[src/rtl/fifo_rd_pkg.sv]
// Shared types and constants for the FIFO read-side burst consumer.
// Imported by the top and the output skid buffer.
package fifo_rd_pkg;

  typedef enum logic [1:0] {
    IDLE,
    BURST,
    DRAIN
  } state_t;

  localparam int DATA_W_DEF = 16;
  localparam int OBUF_DEPTH = 2;

endpackage

[src/rtl/skid_buf2.sv]
// Two-entry valid/ready buffer carrying {data, last}.
// Head entry drives the output and holds steady while not accepted.
module skid_buf2
  import fifo_rd_pkg::*;
#(
  parameter int DATA_W = DATA_W_DEF
) (
  input  logic              clk_150_0,
  input  logic              rst,
  input  logic              wr_en,
  input  logic [DATA_W-1:0] wr_data,
  input  logic              wr_last,
  input  logic              rd_ready,
  output logic [DATA_W-1:0] rd_data,
  output logic              rd_last,
  output logic              rd_valid,
  output logic [1:0]        buf_cnt
);

  logic [DATA_W-1:0] d0;
  logic [DATA_W-1:0] d1;
  logic              l0;
  logic              l1;
  logic              pop;
  logic [1:0]        fill;

  assign rd_valid = (buf_cnt != 2'd0);
  assign rd_data  = d0;
  assign rd_last  = l0;
  assign pop      = rd_valid && rd_ready;
  // occupancy once this cycle's pop has left; the write lands there
  assign fill     = buf_cnt - {1'b0, pop};

  always_ff @(posedge clk_150_0) begin
    if (rst) begin
      d0      <= '0;
      d1      <= '0;
      l0      <= 1'b0;
      l1      <= 1'b0;
      buf_cnt <= 2'd0;
    end else begin
      if (pop) begin
        d0 <= d1;
        l0 <= l1;
      end
      if (wr_en && fill == 2'd0) begin
        d0 <= wr_data;
        l0 <= wr_last;
      end
      if (wr_en && fill == 2'd1) begin
        d1 <= wr_data;
        l1 <= wr_last;
      end
      buf_cnt <= fill + {1'b0, wr_en};
    end
  end

  ovf_chk: assert property (
    @(posedge clk_150_0) disable iff (rst)
    !(wr_en && fill == 2'(OBUF_DEPTH))
  );

endmodule

[src/rtl/fifo_burst_reader.sv]
// Read-side burst consumer of the dual-clock FIFO.
// Credit-limited rdreq keeps the 2-entry output buffer from overflowing.
module fifo_burst_reader
  import fifo_rd_pkg::*;
#(
  parameter int DATA_W    = 16,
  parameter int USEDW_W   = 3,
  parameter int BURST_LEN = 4
) (
  input  logic               clk_150_0,
  input  logic               rst,
  input  logic               rdempty,
  input  logic               rdfull,
  input  logic [USEDW_W-1:0] rdusedw,
  input  logic [DATA_W-1:0]  q,
  output logic               rdreq,
  input  logic               flush,
  output logic [DATA_W-1:0]  dout,
  output logic               dout_valid,
  output logic               dout_last,
  input  logic               dout_ready,
  output logic               busy
);

  localparam int OCC_W = USEDW_W + 1;
  localparam logic [OCC_W-1:0] FULL_OCC = OCC_W'(2 ** USEDW_W);
  localparam logic [OCC_W-1:0] BLEN = OCC_W'(BURST_LEN);

  state_t           state;
  logic [OCC_W-1:0] occ;
  logic [OCC_W-1:0] len;
  logic [OCC_W-1:0] cnt;
  logic             rd_pend;
  logic             pend_last;
  logic [1:0]       buf_cnt;
  logic             pop;
  logic [2:0]       inflight;
  logic             credit;
  logic             is_last;

  // rdusedw wraps to zero when the FIFO is full
  assign occ      = rdfull ? FULL_OCC : {1'b0, rdusedw};
  assign pop      = dout_valid && dout_ready;
  assign inflight = {1'b0, buf_cnt} + {2'b0, rd_pend} - {2'b0, pop};
  assign credit   = inflight < 3'(OBUF_DEPTH);
  assign rdreq    = (state == BURST) && !rdempty && credit;
  assign is_last  = (cnt == len - OCC_W'(1));
  assign busy     = (state != IDLE);

  always_ff @(posedge clk_150_0) begin
    if (rst) begin
      state     <= IDLE;
      len       <= '0;
      cnt       <= '0;
      rd_pend   <= 1'b0;
      pend_last <= 1'b0;
    end else begin
      rd_pend   <= rdreq;
      pend_last <= rdreq && is_last;
      unique case (state)
        IDLE: begin
          if (occ >= BLEN) begin
            len   <= BLEN;
            cnt   <= '0;
            state <= BURST;
          end else if (flush && !rdempty && occ != '0) begin
            len   <= occ;
            cnt   <= '0;
            state <= BURST;
          end
        end
        BURST: begin
          if (rdreq) begin
            cnt <= cnt + OCC_W'(1);
            if (is_last) state <= DRAIN;
          end
        end
        DRAIN: begin
          if (!rd_pend && buf_cnt == 2'd0) state <= IDLE;
        end
        default: state <= IDLE;
      endcase
    end
  end

  skid_buf2 #(
    .DATA_W (DATA_W)
  ) u_obuf (
    .clk_150_0 (clk_150_0),
    .rst       (rst),
    .wr_en     (rd_pend),
    .wr_data   (q),
    .wr_last   (pend_last),
    .rd_ready  (dout_ready),
    .rd_data   (dout),
    .rd_last   (dout_last),
    .rd_valid  (dout_valid),
    .buf_cnt   (buf_cnt)
  );

endmodule

[config.mk]
export PLATFORM = sky130hd
export DESIGN_NAME = fifo_burst_reader
export DESIGN_NICKNAME = d
export VERILOG_FILES = /design/src/rtl/fifo_rd_pkg.sv /design/src/rtl/skid_buf2.sv /design/src/rtl/fifo_burst_reader.sv
export SDC_FILE = /design/constraint.sdc
export NUM_CORES = 1
export LEC_CHECK = 0
export BUFFER_PORTS_ARGS = -buffer_cell sky130_fd_sc_hd__buf_2
export CORE_MARGIN = 5
export CORE_UTILIZATION = 30
export DETAILED_ROUTE_END_ITERATION = 10
export GPL_ROUTABILITY_DRIVEN = 0
export PLACE_DENSITY = 0.54
export SLEW_MARGIN = 0
export SYNTH_ARGS = -nofsm -noshare
export SYNTH_HDL_FRONTEND = slang
export SYNTH_SLANG_ARGS = --single-unit
[constraint.sdc]
create_clock -name clk_150_0 -period 4.3 [get_ports clk_150_0]
set_input_delay 0.86 -clock clk_150_0 [delete_from_list [all_inputs] [get_ports clk_150_0]]
set_output_delay 0.86 -clock clk_150_0 [all_outputs]
set_load 0.05 [all_outputs]
==> results by group <==
STA
  – Worst Hold Slack: 0.487 ns
  – RSZ-0062 raised after global routing: false
  – TNS Setup: 0 ns
  – Max-slew violations: 0
  – Setup violators final: 0
  – Final hold vios: 0
  – Fin crit share: 0.811
  – Skew final: 0.0121 ns
  – F_max: 0.287 GHz
  – Relative slew slack: 0.423
  – Worst Tran Pin Value: 0.866 ns
  – Crit path time final: 3.49 ns

Layout
  – Layout area overhead: 17.5%
  – Layout cells sized above 1: 0.225
  – Final nets: 287
  – Ant. Diodes: 0
  – Layout fillers: 731

CTS
  – H-tree Lvls: 2
  – Post-cts sizing count: 0
  – Clock Path Buffers: 2
  – Clock-pin slew on the worst setup and hold paths: 0.08 ns
  – Clock tree sinks: 48
  – CTS tree: done
  – Root Buffer: clkbuf_8
  – # hold bufs at CTS: 0
  – CTS Buf Count: 5
  – Setup Fix Bufs, Post-CTS: 0
  – Worst skew pair latency: 0.30 ns

Drt
  – Antenna-violating nets left: 0
  – Routed WL: 4.37 mm
  – Number of DRC markers in iteration 0: 40
  – Drt first pass iters: 4
  – Wire length per cell: between 10 and 15 um
  – Drt via density: 4.41
  – Via count: 1,561
  – DRC: 0

Global routing
  – Vias in the first global route: 1,603
  – GRT Util Overall: 0.107
  – Remaining global-route overflow: 0
  – Global-route wire length before repair: 7.50 mm
  – Initial antenna violation count: 0
  – Largest net degree at the start of global routing: 49

Synth
  – Post-synth net total: 246
  – Synthesis-stage register bit count: 48
  – Library cells used by synthesis: 33
  – Syn Inst Count: 216
  – Syn avg cell area: 9.77 um^2
  – Synth area leaders: dfxtp_1 46%, mux2i_1 16%, nor2_1 7.5%
  – Sequential cell area fraction in the yosys report: 0.455
  – Synth area leader: dfxtp_1
  – Post-Syn Area: 2110 um^2
  – YS warnings: 0
  – Synth top area share: 0.455

Power
  – Clock power share: 0.318
  – Combinational share of power: 0.146
  – Internal power: 628 uW
  – Max VDD drop: 0.000159 V
  – Switching share of power: 0.281
  – NetSw: between 200 and 250 uW
  – LEAKAGE: 0.00109 uW
  – Sequential Power Share: 0.535
  – Power per cell area: 352 nW/um^2

Placed design
  – IO Port Bufs: 44
  – HPWL Detailed: 3.03 mm

Setup path
  – Largest fanout on the critical path: 4
  – Startpoint types: input port
  – Worst EP required: 3.44 ns
  – WS Path Type: input port to primary output
  – CP endpoint kind: primary output
  – Crit path DAT: 2.63 ns

Die
  – IO Pins: 45
  – Initial Util: 0.309
  – Die Y-Extent: 93.9 um
  – Die footprint: 8810 um^2
  – Core Box Area: 6830 um^2
  – Row count: 30
  – Die Wd: about 94 um

Hold path
  – Hold Path Class: flip-flop to flip-flop

Run status
  – Status: complete, no violations

Flow run
  – Max-cap violations: 0
## flip-flops by register name, indices dropped and copies added (netlist names)
| signal | flops |
|---|---|
| cnt | 4 |
| len | 4 |
| pend_last | 1 |
| rd_pend | 1 |
| state | 2 |
| u_obuf.buf_cnt | 2 |
| u_obuf.d1 | 16 |
| u_obuf.l1 | 1 |
| u_obuf.rd_data | 16 |
| u_obuf.rd_last | 1 |
## metal layers
layer	wire, um	track usage
met1	2120	0.137
met2	1930	0.167
met3	301	0.0465
met4	23	0.0253
met5	0	0
## cell usage after synthesis (all sizes together)
cell type  instances
o211ai             3
buf                7
nand3              2
inv                7
a21boi             1
nor3               3
a211oi            17
fa                 1
xor2               4
ha                 4
nand3b             2
xnor2              6
a21oi              7
nor2b              2
and3               2
or2                2
nand2b             3
mux2i             34
nor2              42
nand4              3
nor3b              1
and4bb             1
o21ai              4
nand2              6
clkbuf             4
dfxtp             48
## power by group through the flow
stage	registers [uW]	clock network, uW	logic [uW]
2_1_floorplan	513	0	59.6
3_3_place_gp	478	0	129
3_5_place_dp	478	0	130
4_1_cts	468	295	130
5_1_grt	470	316	141
6_report	467	278	128
## final cells by class
class	count	area, um^2	area share
clock buffer	6	82.6	0.0333
multi-input combinational	150	1050	0.423
sequential	48	961	0.387
inverter	7	26.3	0.0106
tap	96	120	0.0484
timing repair buffer	45	228	0.0918
clock inverter	2	15.0	0.00605
## cell families (layout without fill, tap and decap cells)
family,Yosys count,count (layout),share of synthesized area
mux,34,34,0.161
xor+xnor,10,10,0.0415
compound gates,32,32,0.106
simple gates,69,69,0.155
buf+inv,18,60,0.0480
flops,48,48,0.455
fa+ha+maj,5,5,0.0332
## worst max-delay path: stages
cell      delay, ns
buf_2          0.13
nand2b_1       0.21
nand2_1        0.12
nand2_1        0.07
fa_1           0.47
and4bb_2       0.24
nand2_1        0.11
inv_1          0.13
buf_2          0.28
## layout by cell type (no fill, tap or decap), types with 2 or more instances in the layout
cell type and n:
a211oi_1 17, a21oi_1 6, and3_1 2, buf_2 44
clkbuf_8 6, clkinvlp_4 2, dfxtp_1 48, ha_1 4
inv_1 7, mux2i_1 34, nand2_1 5, nand2b_1 3
nand3_1 2, nand4_1 3, nor2_1 42, nor2b_1 2
nor3_1 3, o211ai_1 3, o21ai_0 4, xnor2_1 6
xor2_1 4
## final timing paths
path                            depth (start not counted)               from           end  slack [ns]
worst max-delay path                                    9         dout_ready         rdreq        0.81
worst min-delay path                                    1             len[3]        len[3]        0.49
worst min register to register                          1             len[3]        len[3]        0.49
worst max register to register                          6  u_obuf.buf_cnt[1]  u_obuf.d1[3]        2.03
## per-stage QoR
step | worst slack, ns | instance area, um^2 | utilization | instances | power, uW
finish | 0.813 | 2480 | 0.363 | 354 | 873
floorplan | 1.07 | 2110 | - | 216 | 573
detailed placement | 0.806 | 2380 | 0.349 | 346 | 608
global placement | 0.849 | 2380 | 0.349 | 346 | 607
global route | 0.648 | 2480 | 0.363 | 354 | 927
CTS | 0.803 | 2480 | 0.363 | 354 | 893
(Power assumes the default switching activity.)
